### config.mk
export PLATFORM = sky130hd
export DESIGN_NAME = encode_8b10b_nlane
export DESIGN_NICKNAME = d
export VERILOG_FILES = /design/src/rtl/aurora_8b10b_pkg.sv /design/src/rtl/encode_8b10b_lane.sv /design/src/rtl/encode_8b10b_nlane.sv
export SDC_FILE = /design/constraint.sdc
export NUM_CORES = 1
export LEC_CHECK = 0
export ABC_CLOCK_PERIOD_IN_PS = 68600
export CAP_MARGIN = 20
export CORE_UTILIZATION = 60
export CTS_BUF_LIST = sky130_fd_sc_hd__clkbuf_2
export DETAILED_ROUTE_END_ITERATION = 7
export MAX_ROUTING_LAYER = met4
export PLACE_DENSITY = 0.88
export SYNTH_ARGS = -nofsm -noshare
export SYNTH_HDL_FRONTEND = slang
export SYNTH_SLANG_ARGS = --single-unit
### constraint.sdc
create_clock -name clk_i -period 68.6 [get_ports clk_i]
set_input_delay 6.86 -clock clk_i [delete_from_list [all_inputs] [get_ports clk_i]]
set_output_delay 6.86 -clock clk_i [all_outputs]
set_load 0.02 [all_outputs]
### src/rtl/aurora_8b10b_pkg.sv
// Shared 8b/10b definitions: symbol type, lane count limits and the
// control-character set accepted as legal K codes.
package aurora_8b10b_pkg;

    localparam int LANES_MIN = 1;
    localparam int LANES_MAX = 8;

    // 10-bit line symbol, bit 9 = a (sent first) ... bit 0 = j.
    typedef logic [9:0] sym10_t;

    // Legal control characters, byte form HGF_EDCBA.
    localparam logic [7:0] K28_0 = 8'h1C;
    localparam logic [7:0] K28_1 = 8'h3C;
    localparam logic [7:0] K28_2 = 8'h5C;
    localparam logic [7:0] K28_3 = 8'h7C;
    localparam logic [7:0] K28_4 = 8'h9C;
    localparam logic [7:0] K28_5 = 8'hBC;
    localparam logic [7:0] K28_6 = 8'hDC;
    localparam logic [7:0] K28_7 = 8'hFC;
    localparam logic [7:0] K23_7 = 8'hF7;
    localparam logic [7:0] K27_7 = 8'hFB;
    localparam logic [7:0] K29_7 = 8'hFD;
    localparam logic [7:0] K30_7 = 8'hFE;

    // True when a byte flagged as control is one of the twelve defined K codes.
    function automatic logic is_legal_k(input logic [7:0] b);
        case (b)
            K28_0, K28_1, K28_2, K28_3,
            K28_4, K28_5, K28_6, K28_7,
            K23_7, K27_7, K29_7, K30_7: return 1'b1;
            default:                    return 1'b0;
        endcase
    endfunction

endpackage

### src/rtl/encode_8b10b_lane.sv
// Combinational single-byte 8b/10b encoder (5b/6b + 3b/4b) with running
// disparity in/out. Illegal K codes are encoded with the same equations
// and flagged on kerr.
module encode_8b10b_lane
    import aurora_8b10b_pkg::*;
(
    input  logic [7:0] data,
    input  logic       ctrl,
    input  logic       disp_in,
    output logic [9:0] code,
    output logic       disp_out,
    output logic       kerr
);

    logic [4:0] x;
    logic [2:0] y;
    logic [5:0] six_m;      // abcdei as used with negative disparity
    logic [5:0] six;
    logic       rd6;        // disparity after the 6b sub-block
    logic       use_a7;
    logic [3:0] four_p;     // fghj as used after positive disparity
    logic       four_comp;
    logic [3:0] four;

    assign x = data[4:0];
    assign y = data[7:5];

    // 5b/6b sub-block: table lookup, complemented for positive disparity
    // when the code is unbalanced (and for D.7, whose two forms differ).
    always_comb begin
        // NOTE: every always_comb output gets a default first so no path
        // can leave it unassigned and infer a latch.
        six_m = 6'b000000;
        case (x)
            5'd0:  six_m = 6'b100111;
            5'd1:  six_m = 6'b011101;
            5'd2:  six_m = 6'b101101;
            5'd3:  six_m = 6'b110001;
            5'd4:  six_m = 6'b110101;
            5'd5:  six_m = 6'b101001;
            5'd6:  six_m = 6'b011001;
            5'd7:  six_m = 6'b111000;
            5'd8:  six_m = 6'b111001;
            5'd9:  six_m = 6'b100101;
            5'd10: six_m = 6'b010101;
            5'd11: six_m = 6'b110100;
            5'd12: six_m = 6'b001101;
            5'd13: six_m = 6'b101100;
            5'd14: six_m = 6'b011100;
            5'd15: six_m = 6'b010111;
            5'd16: six_m = 6'b011011;
            5'd17: six_m = 6'b100011;
            5'd18: six_m = 6'b010011;
            5'd19: six_m = 6'b110010;
            5'd20: six_m = 6'b001011;
            5'd21: six_m = 6'b101010;
            5'd22: six_m = 6'b011010;
            5'd23: six_m = 6'b111010;
            5'd24: six_m = 6'b110011;
            5'd25: six_m = 6'b100110;
            5'd26: six_m = 6'b010110;
            5'd27: six_m = 6'b110110;
            5'd28: six_m = ctrl ? 6'b001111 : 6'b001110;
            5'd29: six_m = 6'b101110;
            5'd30: six_m = 6'b011110;
            5'd31: six_m = 6'b101011;
            default: six_m = 6'b000000;
        endcase
        if (disp_in && (($countones(six_m) != 3) || (x == 5'd7)))
            six = ~six_m;
        else
            six = six_m;
        rd6 = ($countones(six) != 3) ? ~disp_in : disp_in;
    end

    // 3b/4b sub-block: A7 replaces P7 where P7 would form a run of five,
    // and always for control characters. Control codes complement the
    // balanced forms too, which gives the K28.x comma alignment.
    always_comb begin
        use_a7 = (y == 3'd7) &&
                 (ctrl ||
                  (!rd6 && ((x == 5'd17) || (x == 5'd18) || (x == 5'd20))) ||
                  ( rd6 && ((x == 5'd11) || (x == 5'd13) || (x == 5'd14))));
        four_p = 4'b0000;
        case (y)
            3'd0: four_p = 4'b0100;
            3'd1: four_p = 4'b1001;
            3'd2: four_p = 4'b0101;
            3'd3: four_p = 4'b0011;
            3'd4: four_p = 4'b0010;
            3'd5: four_p = 4'b1010;
            3'd6: four_p = 4'b0110;
            3'd7: four_p = use_a7 ? 4'b1000 : 4'b0001;
            default: four_p = 4'b0000;
        endcase
        four_comp = ctrl || (y == 3'd0) || (y == 3'd3) || (y == 3'd4) || (y == 3'd7);
        four      = (!rd6 && four_comp) ? ~four_p : four_p;
        disp_out  = ($countones(four) != 2) ? ~rd6 : rd6;
    end

    assign code = {six, four};
    assign kerr = ctrl && !is_legal_k(data);

endmodule

### src/rtl/encode_8b10b_nlane.sv
// Multi-lane 8b/10b encoder: G_LANES byte lanes per beat, disparity chained
// lane 0 -> lane G_LANES-1, running disparity held across beats, optional
// single-stage output register with valid/ready handshake.
module encode_8b10b_nlane
    import aurora_8b10b_pkg::*;
#(
    parameter int G_LANES = 4,
    parameter int G_OREG  = 1
) (
    input  logic                  clk_i,
    input  logic                  rst_i,
    input  logic [8*G_LANES-1:0]  data_i,
    input  logic [G_LANES-1:0]    ctrl_i,
    input  logic                  valid_i,
    output logic                  ready_o,
    input  logic                  disp_clr_i,
    output logic [10*G_LANES-1:0] data_o,
    output logic                  valid_o,
    input  logic                  ready_i,
    output logic [G_LANES-1:0]    kerr_o,
    output logic                  disp_o
);

    if ((G_LANES < LANES_MIN) || (G_LANES > LANES_MAX)) begin : g_bad_lanes
        $error("encode_8b10b_nlane: G_LANES out of range");
    end

    logic                  rd;          // running disparity, 0 = negative
    logic                  accept;
    logic [G_LANES:0]      chain;       // disparity into lane n / out of last lane
    logic [10*G_LANES-1:0] enc_data;
    logic [G_LANES-1:0]    enc_kerr;

    assign accept   = valid_i && ready_o;
    // A disparity clear only takes effect on a beat that is actually taken.
    assign chain[0] = (disp_clr_i && accept) ? 1'b0 : rd;

    for (genvar n = 0; n < G_LANES; n++) begin : g_lane
        encode_8b10b_lane u_lane (
            .data     (data_i[8*n +: 8]),
            .ctrl     (ctrl_i[n]),
            .disp_in  (chain[n]),
            .code     (enc_data[10*n +: 10]),
            .disp_out (chain[n+1]),
            .kerr     (enc_kerr[n])
        );
    end

    // Running disparity advances only when a beat is accepted.
    always_ff @(posedge clk_i) begin
        // NOTE: sequential state uses non-blocking assignments so every
        // register samples pre-edge values regardless of statement order.
        if (rst_i)
            rd <= 1'b0;
        else if (accept)
            rd <= chain[G_LANES];
    end

    if (G_OREG != 0) begin : g_oreg
        logic [10*G_LANES-1:0] data_q;
        logic [G_LANES-1:0]    kerr_q;
        logic                  disp_q;
        logic                  valid_q;

        // Output stage: load on accept, drop valid once consumed, hold on stall.
        always_ff @(posedge clk_i) begin
            if (rst_i) begin
                data_q  <= '0;
                kerr_q  <= '0;
                disp_q  <= 1'b0;
                valid_q <= 1'b0;
            end else if (accept) begin
                data_q  <= enc_data;
                kerr_q  <= enc_kerr;
                disp_q  <= chain[G_LANES];
                valid_q <= 1'b1;
            end else if (ready_i) begin
                valid_q <= 1'b0;
            end
        end

        assign ready_o = !rst_i && (!valid_q || ready_i);
        assign data_o  = data_q;
        assign kerr_o  = kerr_q;
        assign disp_o  = disp_q;
        assign valid_o = valid_q;
    end else begin : g_comb
        assign ready_o = !rst_i && ready_i;
        assign valid_o = !rst_i && valid_i;
        assign data_o  = rst_i ? '0 : enc_data;
        assign kerr_o  = rst_i ? '0 : enc_kerr;
        assign disp_o  = !rst_i && chain[G_LANES];
    end

endmodule

==> metrics.md, run 1 <==
| Metric | Value |
|---|---|
| Max Fanout on Critical Path | 17 |
| Share of cells above drive strength 1 | 0.0471 |
| Vias per inst | 6.20 |
| Layout area overhead | 15.4% |
| Root Buffer Master | clkbuf_2 |
| Initial antenna violation count | 0 |
| Most common cell on crit path | ha_1 |
| Clk_lat worst skew | 0.44 ns |
| GRT Resource Usage Total | 0.292 |
| Layout Cells excl Fill | 872 |
| Setup Fix Bufs, Post-CTS | 0 |
| Die Width | 96.3 um |
| Mapped Nets | 824 |
| Async S/R FF share, synth | 0 |
| Cells after Synth | 736 |
| Crit path depth | 81 |
| Fin crit period | 30.97 ns |
| Worst Clk Skew | 0.0149 ns |
| WL/cell | 15.0 um |
| Clock Tree Buf Depth | 2 |
| Mean area per synthesized cell | 7.24 um^2 |
| Flip-flop and latch count after synthesis | 46 |
| Clk sink count | 46 |
| Hold WS | 0.469 ns |
| Synth area leaders | dfxtp_1 (17%), ha_1 (7.3%), fa_1 (6.0%) |
| Gpl congestion | 0.893 |
| Worst setup EP type | register |
| Buf/Inv on CP | 3 |
| Fin nets | 852 |
| Yosys cell types | 73 |
| Worst hold path type | reg -> reg |
| Drt drc | 0 |
| ANT cells | 0 |
| H-tree depth | 2 |
| Setup-failing EPs final | 0 |
| Vias | 5403 |
| CP top delay family | adder cells |
| Port buffer count | 87 |
| Crit start category | primary input |
| Crit Reg-Reg Startpoint | valid_o |
| Final Cycle Share | 0.451 |
| Crit path to | disp_o |
| Crit Reg-Reg Endpoint | disp_o |
| Max stage delay on crit path | 0.82 ns |
| Max-slew violations | 0 |
| Critical Path RT | 68.95 ns |
| Clock tree from TritonCTS | built |
| Vias in the first global route | 4713 |
| Max Fclk | 32.3 MHz |
| Launch point of the worst path | data_i[3] |
| RSZ-0062 raised after global routing | no |
| Synth warnings | 0 |
| CTS Buf Count | 5 |
| Hold Path Depth | 2 |
| Placed cell count | 864 |
| Setup TNS | 0 ns |
| Top-Level Pins | 88 |
| Seq/Total Area, Yosys | 0.173 |
| Clk pin slew, worst setup/hold paths | 0.25 ns |
| Largest net degree at the start of global routing | 66 |
| DP HPWL | 9480 um |
| R2r setup slk | 46.10 ns |
| Worst r2r path cells | 71 |
| Max Cap Viol | 0 |
| Post-synth top area cell | dfxtp_1 |
| Core area | 0.00868 mm^2 |
| Crit-path slowest cell | xor2_1 |
| Cell Rows | 34 |
| First-pass DRT Iterations | 5 |
| Worst rel slew slack | 0.330 |
| Pin slew with the least headroom to its limit | 1.00 ns |
| Global route total overflow | 0 |
| WS Path Type | in -> reg |
| Number of synthesized flops with an enable pin | 0 |
| Most common cell in the netlist | nand2_1 |
| Die height | 96.3 um |
| First-pass GRT wire length | 21100 um |
| Synth Cell Area | 0.00533 mm^2 |
| Synth cell count leaders | nand2_1 (74), clkbuf_1 (56), nor2_1 (53) |
| Final Hold Viols | 0 |
| Initial Util | 0.614 |
| ANT nets after route | 0 |
| Post-CTS resize count | 0 |
| Outcome | finished, final reports clean |
| Starting DRT DRC Count | 180 |
| Cts hold-fix bufs | 0 |
| Yosys top cell area share | 0.173 |
| Routed WL | 13000 um |
| WP data arrival | 31.32 ns |
| Synth Flop Type | dfxtp_1 |
| Die area | 0.00927 mm^2 |
==> metal layers <==
layer | global-route usage | part of all wire | vias up
li1 | - | - | 2676
met1 | 0.362 | 0.43 | 2517
met2 | 0.485 | 0.49 | 184
met3 | 0.0332 | 0.062 | 26
met4 | 0.112 | 0.020 | 0
met5 | - | 0 | -
==> kinds of logic (layout without fill, tap and decap cells) <==
| family | Yosys count | in the layout | synth area share |
|---|---|---|---|
| mux | 18 | 18 | 0.0357 |
| xor+xnor | 45 | 45 | 0.0810 |
| simple gates | 281 | 281 | 0.270 |
| compound gates | 194 | 194 | 0.232 |
| flops | 46 | 46 | 0.173 |
| buf+inv | 104 | 132 | 0.0739 |
| fa+ha+maj | 48 | 48 | 0.135 |
==> sequential cells by signal, indices dropped and copies added, names as in the netlist <==
signal and cells:
kerr_o 4, data_o 40, valid_o 1, disp_o 1
==> worst min-delay path by stage <==
stage	start	to	slack [ns]
final	data_o[1]	data_o[1]	0.47
after global routing	data_o[1]	data_o[1]	0.48
after global placement	data_o[2]	data_o[2]	0.44
after detailed placement	data_o[1]	data_o[1]	0.45
after CTS	data_o[1]	data_o[1]	0.47
after floorplan	data_o[11]	data_o[11]	0.53
==> cell type report <==
cell class	count	area, um^2
Sequential cell	46	921
Multi-Input combinational cell	586	4020
Inverter	36	135
Fill cell	713	2530
Tap cell	108	135
Timing Repair Buffer	89	898
Clock buffer	6	30.0
Clock inverter	1	7.51
==> per-stage QoR <==
| stage | instance area, um^2 | worst slack [ns] | util |
|---|---|---|---|
| final | 6150 | 37.63 | 0.709 |
| after global placement | 6090 | 38.41 | 0.702 |
| after floorplan | 5330 | 41.01 | - |
| after CTS | 6130 | 37.75 | 0.706 |
| after global routing | 6150 | 36.04 | 0.709 |
| after detailed placement | 6090 | 37.32 | 0.702 |
==> layout by cell type, fill, tap and decap left out, types with 8 or more instances in the layout <==
cell type	synthesis	final
nand3b_1	12	12
inv_1	33	33
nor2b_1	15	15
a31oi_1	9	9
a211oi_1	10	10
or2_2	8	8
ha_1	31	31
clkdlybuf4s50_1	0	87
nand2b_1	11	11
xnor2_1	23	23
a21oi_1	47	47
o21ai_1	8	8
mux2i_1	10	10
dfxtp_1	46	46
nor3b_1	8	8
o31ai_1	12	12
nand2_1	74	73
nor3_1	21	20
fa_1	16	16
nor2_1	53	53
xor2_1	19	19
nand3_1	39	39
o21ai_0	51	51
==> worst min-delay path: stages (launching register included) <==
cell and delay [ns]:
dfxtp_1 0.37, nand3_1 0.06, nand2_1 0.04
Power of run 1 is not shown: default switching activity piles up to over one toggle a cycle in this logic, so the estimate is an artifact.
==> run 2: changes to the inputs <==
Settings changed: ABC_CLOCK_PERIOD_IN_PS 68600 to 28600, CORE_UTILIZATION 60 to 56, PLACE_DENSITY 0.88 to 0.83.
Clock period 68.6 ns to 28.6 ns, I/O delays scaled along.
==> metrics.md, run 2 (synthesis results as in run 1) <==
| Metric | Value |
|---|---|
| Initial Util | 0.577 (-0.0374) |
| Largest net degree at the start of global routing | 42 (-36%) |
| Drt drc | 0 (unchanged) |
| H-tree depth | 2 (unchanged) |
| DP HPWL | 9360 um (-1.2%) |
| ANT cells | 0 (unchanged) |
| Clock Tree Buf Depth | 2 (unchanged) |
| Hold WS | 0.473 ns (+0.00346 ns) |
| Worst Clk Skew | 0.0325 ns (+0.0176 ns) |
| Commonest cells after routing, fill and taps aside | clkdlybuf4s50_1 (87), nand2_1 (73), nor2_1 (53) |
| Clk sink count | 46 (unchanged) |
| Routed WL | 12600 um (-3.2%) |
| Placed cell count | 886 (+2.5%) |
| Vias | 5345 (-1.1%) |
| Post-CTS resize count | 0 (unchanged) |
| Final Cycle Share | 0.936 |
| Most common cell after layout, fill and taps aside | clkdlybuf4s50_1 |
| R2r setup slk | 6.31 ns (-39.79 ns) |
| Core area | 0.00924 mm^2 (+6.5%) |
| Launch point of the worst path | data_i[3] |
| Root Buffer Master | clkbuf_2 |
| Initial antenna violation count | 0 (unchanged) |
| Max Cap Viol | 0 (unchanged) |
| Worst rel slew slack | 0.338 (+0.00788) |
| Max Fanout on Critical Path | 17 (unchanged) |
| Gpl congestion | 0.901 (+0.85%) |
| Clock tree from TritonCTS | built |
| Worst r2r path cells | 72 (+1.4%) |
| Worst hold path type | reg -> reg |
| Starting DRT DRC Count | 209 (+16%) |
| Outcome | finished, final reports clean |
| Fin nets | 852 (unchanged) |
| Cts hold-fix bufs | 0 (unchanged) |
| Fin crit period | 26.76 ns |
| Global route total overflow | 0 (unchanged) |
| Crit start category | primary input |
| Clk_lat worst skew | 0.45 ns (about the same) |
| Die Width | 99.6 um (+3.4%) |
| Setup TNS | 0 ns (unchanged) |
| Top-Level Pins | 88 (unchanged) |
| Vias per inst | 5.98 (-3.5%) |
| Max-slew violations | 0 (unchanged) |
| Worst setup EP type | register |
| WL/cell | 14.1 um (-5.6%) |
| Max Fclk | 37.4 MHz |
| CP top delay family | adder cells |
| CTS Buf Count | 5 (unchanged) |
| GRT Resource Usage Total | 0.263 (-0.0286) |
| Fillcell total | 770 (+8.0%) |
| Buf/Inv on CP | 3 (unchanged) |
| Most common cell on crit path | ha_1 |
| ANT nets after route | 0 (unchanged) |
| WP data arrival | 27.08 ns (-4.24 ns) |
| Crit path to | disp_o |
| RSZ-0062 raised after global routing | no |
| Crit path depth | 82 (+1.2%) |
| First-pass GRT wire length | 21200 um (+0.55%) |
| Crit-path slowest cell | xor2_1 |
| Crit Reg-Reg Endpoint | disp_o |
| Layout area overhead | 15.7% |
| Max stage delay on crit path | 0.81 ns (about the same) |
| Port buffer count | 87 (unchanged) |
| Crit Reg-Reg Startpoint | valid_o |
| Max FFs per register | 40 (unchanged) |
| Setup Fix Bufs, Post-CTS | 0 (unchanged) |
| Vias in the first global route | 4684 (-0.62%) |
| Die area | 0.00991 mm^2 (+7.0%) |
| Share of cells above drive strength 1 | 0.0471 (-0.0000616) |
| Clk pin slew, worst setup/hold paths | 0.23 ns (-0.02 ns) |
| Die height | 99.6 um (+3.4%) |
| Layout Cells excl Fill | 894 (+2.5%) |
| Setup-failing EPs final | 0 (unchanged) |
| Critical Path RT | 28.93 ns (-40.02 ns) |
| Cell Rows | 35 (+2.9%) |
| Final Hold Viols | 0 (unchanged) |
| Pin slew with the least headroom to its limit | 0.987 ns (-0.0145 ns) |
| First-pass DRT Iterations | 5 (unchanged) |
| WS Path Type | in -> reg |
-- run 2: cell count changes in the layout (fill, tap and decap cells not counted) --
cell        previous run  this run
clkinv_1               2         3
clkinv_2               0         1
clkinvlp_4             1         0
buf_4                  1         2
buf_12                 1         0
-- run 2: how the worst min path moves through the flow --
stage	startpoint	cells after the start	slack, ns	to
2_1_floorplan	data_o[11]	2	0.53	data_o[11]
6_report	kerr_o[3]	2	0.47	kerr_o[3]
5_1_grt	kerr_o[3]	2	0.50	kerr_o[3]
3_5_place_dp	kerr_o[3]	2	0.45	kerr_o[3]
3_3_place_gp	data_o[1]	2	0.44	data_o[1]
4_1_cts	kerr_o[3]	2	0.48	kerr_o[3]
-- run 2: final cells by class --
type	instances	area, um^2	share of cell area
multi-input combinational	586	4020	0.653
clock buffer	6	30.0	0.00487
inverter	36	135	0.0219
clock inverter	2	8.76	0.00142
timing repair buffer	89	886	0.144
tap	129	161	0.0262
sequential	46	921	0.149
-- run 2: per-stage QoR --
step / area (um^2) / setup slack (ns) / utilization
after CTS: 6170 / 1.97 / 0.667
after global placement: 6130 / 2.42 / 0.663
final: 6170 / 1.84 / 0.667
after floorplan: 5330 / 5.01 / -
after detailed placement: 6130 / 1.55 / 0.663
after global routing: 6170 / 0.229 / 0.667
-- run 2: routing by layer --
| layer | vias up | GRT usage | routed length, um |
|---|---|---|---|
| met4 | 0 | 0.0701 | 153 |
| met1 | 2503 | 0.333 | 5600 |
| li1 | 2674 | - | - |
| met2 | 152 | 0.455 | 6270 |
| met3 | 16 | 0.0169 | 612 |
| met5 | - | - | 0 |
-- run 2: tightest hold or removal path: stages, from the launching register on --
cell and delay, ns:
dfxtp_1 0.36, nand3_1 0.06, nand2_1 0.05
Power of run 2 is left out for the same reason.
==> run 3: changes to the inputs <==
Settings changed: CORE_UTILIZATION 56 to 30, PLACE_DENSITY 0.83 to default, REMOVE_ABC_BUFFERS from default to 1.
==> metrics.md, run 3 (synthesis results as in run 1) <==
| Metric | Value |
|---|---|
| Setup-failing EPs final | 0 (unchanged) |
| Max Fclk | 38.4 MHz (+2.8%) |
| Final Cycle Share | 0.910 (-0.0256) |
| Clk pin slew, worst setup/hold paths | 0.24 ns (about the same) |
| Clock tree from TritonCTS | built |
| Clock Tree Buf Depth | 2 (unchanged) |
| Global route total overflow | 0 (unchanged) |
| Pin slew with the least headroom to its limit | 0.909 ns (-0.0778 ns) |
| Most common cell on crit path | ha_1 |
| Largest net degree at the start of global routing | 66 (+57%) |
| Post-CTS resize count | 0 (unchanged) |
| Worst Clk Skew | 0.00894 ns (-0.0236 ns) |
| Dpl ws | 1.98 ns (+0.429 ns) |
| Worst hold path type | reg -> reg |
| Vias per inst | 5.22 (-13%) |
| Clk_lat worst skew | 0.48 ns (+0.03 ns) |
| Final WS setup | 2.57 ns (+0.732 ns) |
| Initial antenna violation count | 1 (+1) |
| Clk sink count | 46 (unchanged) |
| WL/cell | 14.3 um (+1.3%) |
| WP data arrival | 26.40 ns (-0.68 ns) |
| Root Buffer Master | clkbuf_2 |
| Routed met1 length | 7270 um (+30%) |
| Max-slew violations | 0 (unchanged) |
| Critical Path RT | 28.98 ns (+0.05 ns) |
| Max Cap Viol | 0 (unchanged) |
| Fin crit period | 26.03 ns (-0.732 ns) |
| Fin nets | 855 (+0.35%) |
| RSZ-0062 raised after global routing | no |
| Crit-path slowest cell | a21oi_1 |
| Vias in the first global route | 4702 (+0.38%) |
| Share of cells above drive strength 1 | 0.0521 (+0.00502) |
| H-tree depth | 2 (unchanged) |
| GRT Resource Usage Total | 0.165 (-0.0983) |
| Initial Util | 0.308 (-0.269) |
| Cts hold-fix bufs | 0 (unchanged) |
| WS Path Type | in -> reg |
| Max Fanout on Critical Path | 17 (unchanged) |
| ANT nets after route | 0 (unchanged) |
| Hold WS | 0.486 ns (+0.0133 ns) |
| Setup Fix Bufs, Post-CTS | 0 (unchanged) |
| Top sig layer | met4 |
| Port buffer count | 87 (unchanged) |
| Max stage delay on crit path | 0.71 ns (-0.10 ns) |
| Metal2 WL | 6360 um (+1.4%) |
| Most common cell after layout, fill and taps aside | clkdlybuf4s50_1 |
| Setup TNS | 0 ns (unchanged) |
| First-pass DRT Iterations | 5 (unchanged) |
| CTS Buf Count | 5 (unchanged) |
| Cell Rows | 48 (+37%) |
| Die area | 0.0183 mm^2 (+85%) |
| Max FFs per register | 40 (unchanged) |
| Worst setup EP type | register |
| Commonest cells after routing, fill and taps aside | clkdlybuf4s50_1 (87), nand2_1 (73), nor2_1 (53) |
| Vias | 5188 (-2.9%) |
| Layout area overhead | 18.9% |
| First-pass GRT wire length | 23700 um (+12%) |
| DP HPWL | 10400 um (+11%) |
| Drt drc | 0 (unchanged) |
| Area of the multi-input gates | 0.00402 mm^2 (unchanged) |
| Worst rel slew slack | 0.394 (+0.0559) |
| Die Width | 135 um (+36%) |
| Fillcell total | 1852 (+140%) |
| Final Hold Viols | 0 (unchanged) |
| Outcome | finished, final reports clean |
| Core area | 0.0173 mm^2 (+87%) |
| Starting DRT DRC Count | 445 (+110%) |
| Utilization after layout | 0.366 (-0.301) |
| Gpl congestion | 0.829 (-8.0%) |
| Routed WL | 14200 um (+13%) |
| Met3 Routed Length | 454 um (-26%) |
| Sequential cell area | 921 um^2 (unchanged) |
| Die height | 135 um (+36%) |
| Crit start category | primary input |
| Top-Level Pins | 88 (unchanged) |
run 3: cell types whose count changed in the layout (fill, tap and decap cells not counted), sizes merged:
cell	change
buf	+3
clkinv	-2
bufinv	+1
clkbuf	+1
diode	+1
run 3: per-layer routing:
layer | track usage | up-vias
li1 | - | 2693
met2 | 0.242 | 96
met1 | 0.236 | 2387
met4 | 0.0400 | 0
met5 | - | -
met3 | 0.0217 | 12
run 3: path summary, 6_finish.rpt:
path / start / endpoint / slack, ns / cells after the start
worst max-delay path: data_i[3] / disp_o / 2.57 / 81
worst min-delay path: data_o[35] / data_o[35] / 0.49 / 2
worst max register to register: valid_o / disp_o / 7.08 / 71
worst min register to register: data_o[35] / data_o[35] / 0.49 / 2
run 3: critical path: cells and delay by family:
kind	cells	cell delay (ns)
adders and majority gates	23	7.58
AOI/OAI and AO/OA	19	5.77
and+or+nand+nor	20	5.23
xor gates and xnor gates	11	2.98
buffers and inverters	4	0.99
muxes	4	0.93
run 3: cell type report:
type | instances | area share
clock inverter | 1 | 0.00474
antenna | 1 | 0.000395
inverter | 36 | 0.0213
timing repair buffer | 92 | 0.143
clock buffer | 7 | 0.00553
sequential | 46 | 0.145
multi-input combinational | 586 | 0.635
tap | 225 | 0.0444
run 3: metrics by stage:
| step | instances | cell area [um^2] |
|---|---|---|
| 2_1_floorplan | 668 | 5070 |
| 3_3_place_gp | 985 | 6270 |
| 3_5_place_dp | 985 | 6270 |
| 4_1_cts | 993 | 6330 |
| 5_1_grt | 994 | 6340 |
| 6_report | 994 | 6340 |
Power of run 3 is left out for the same reason.
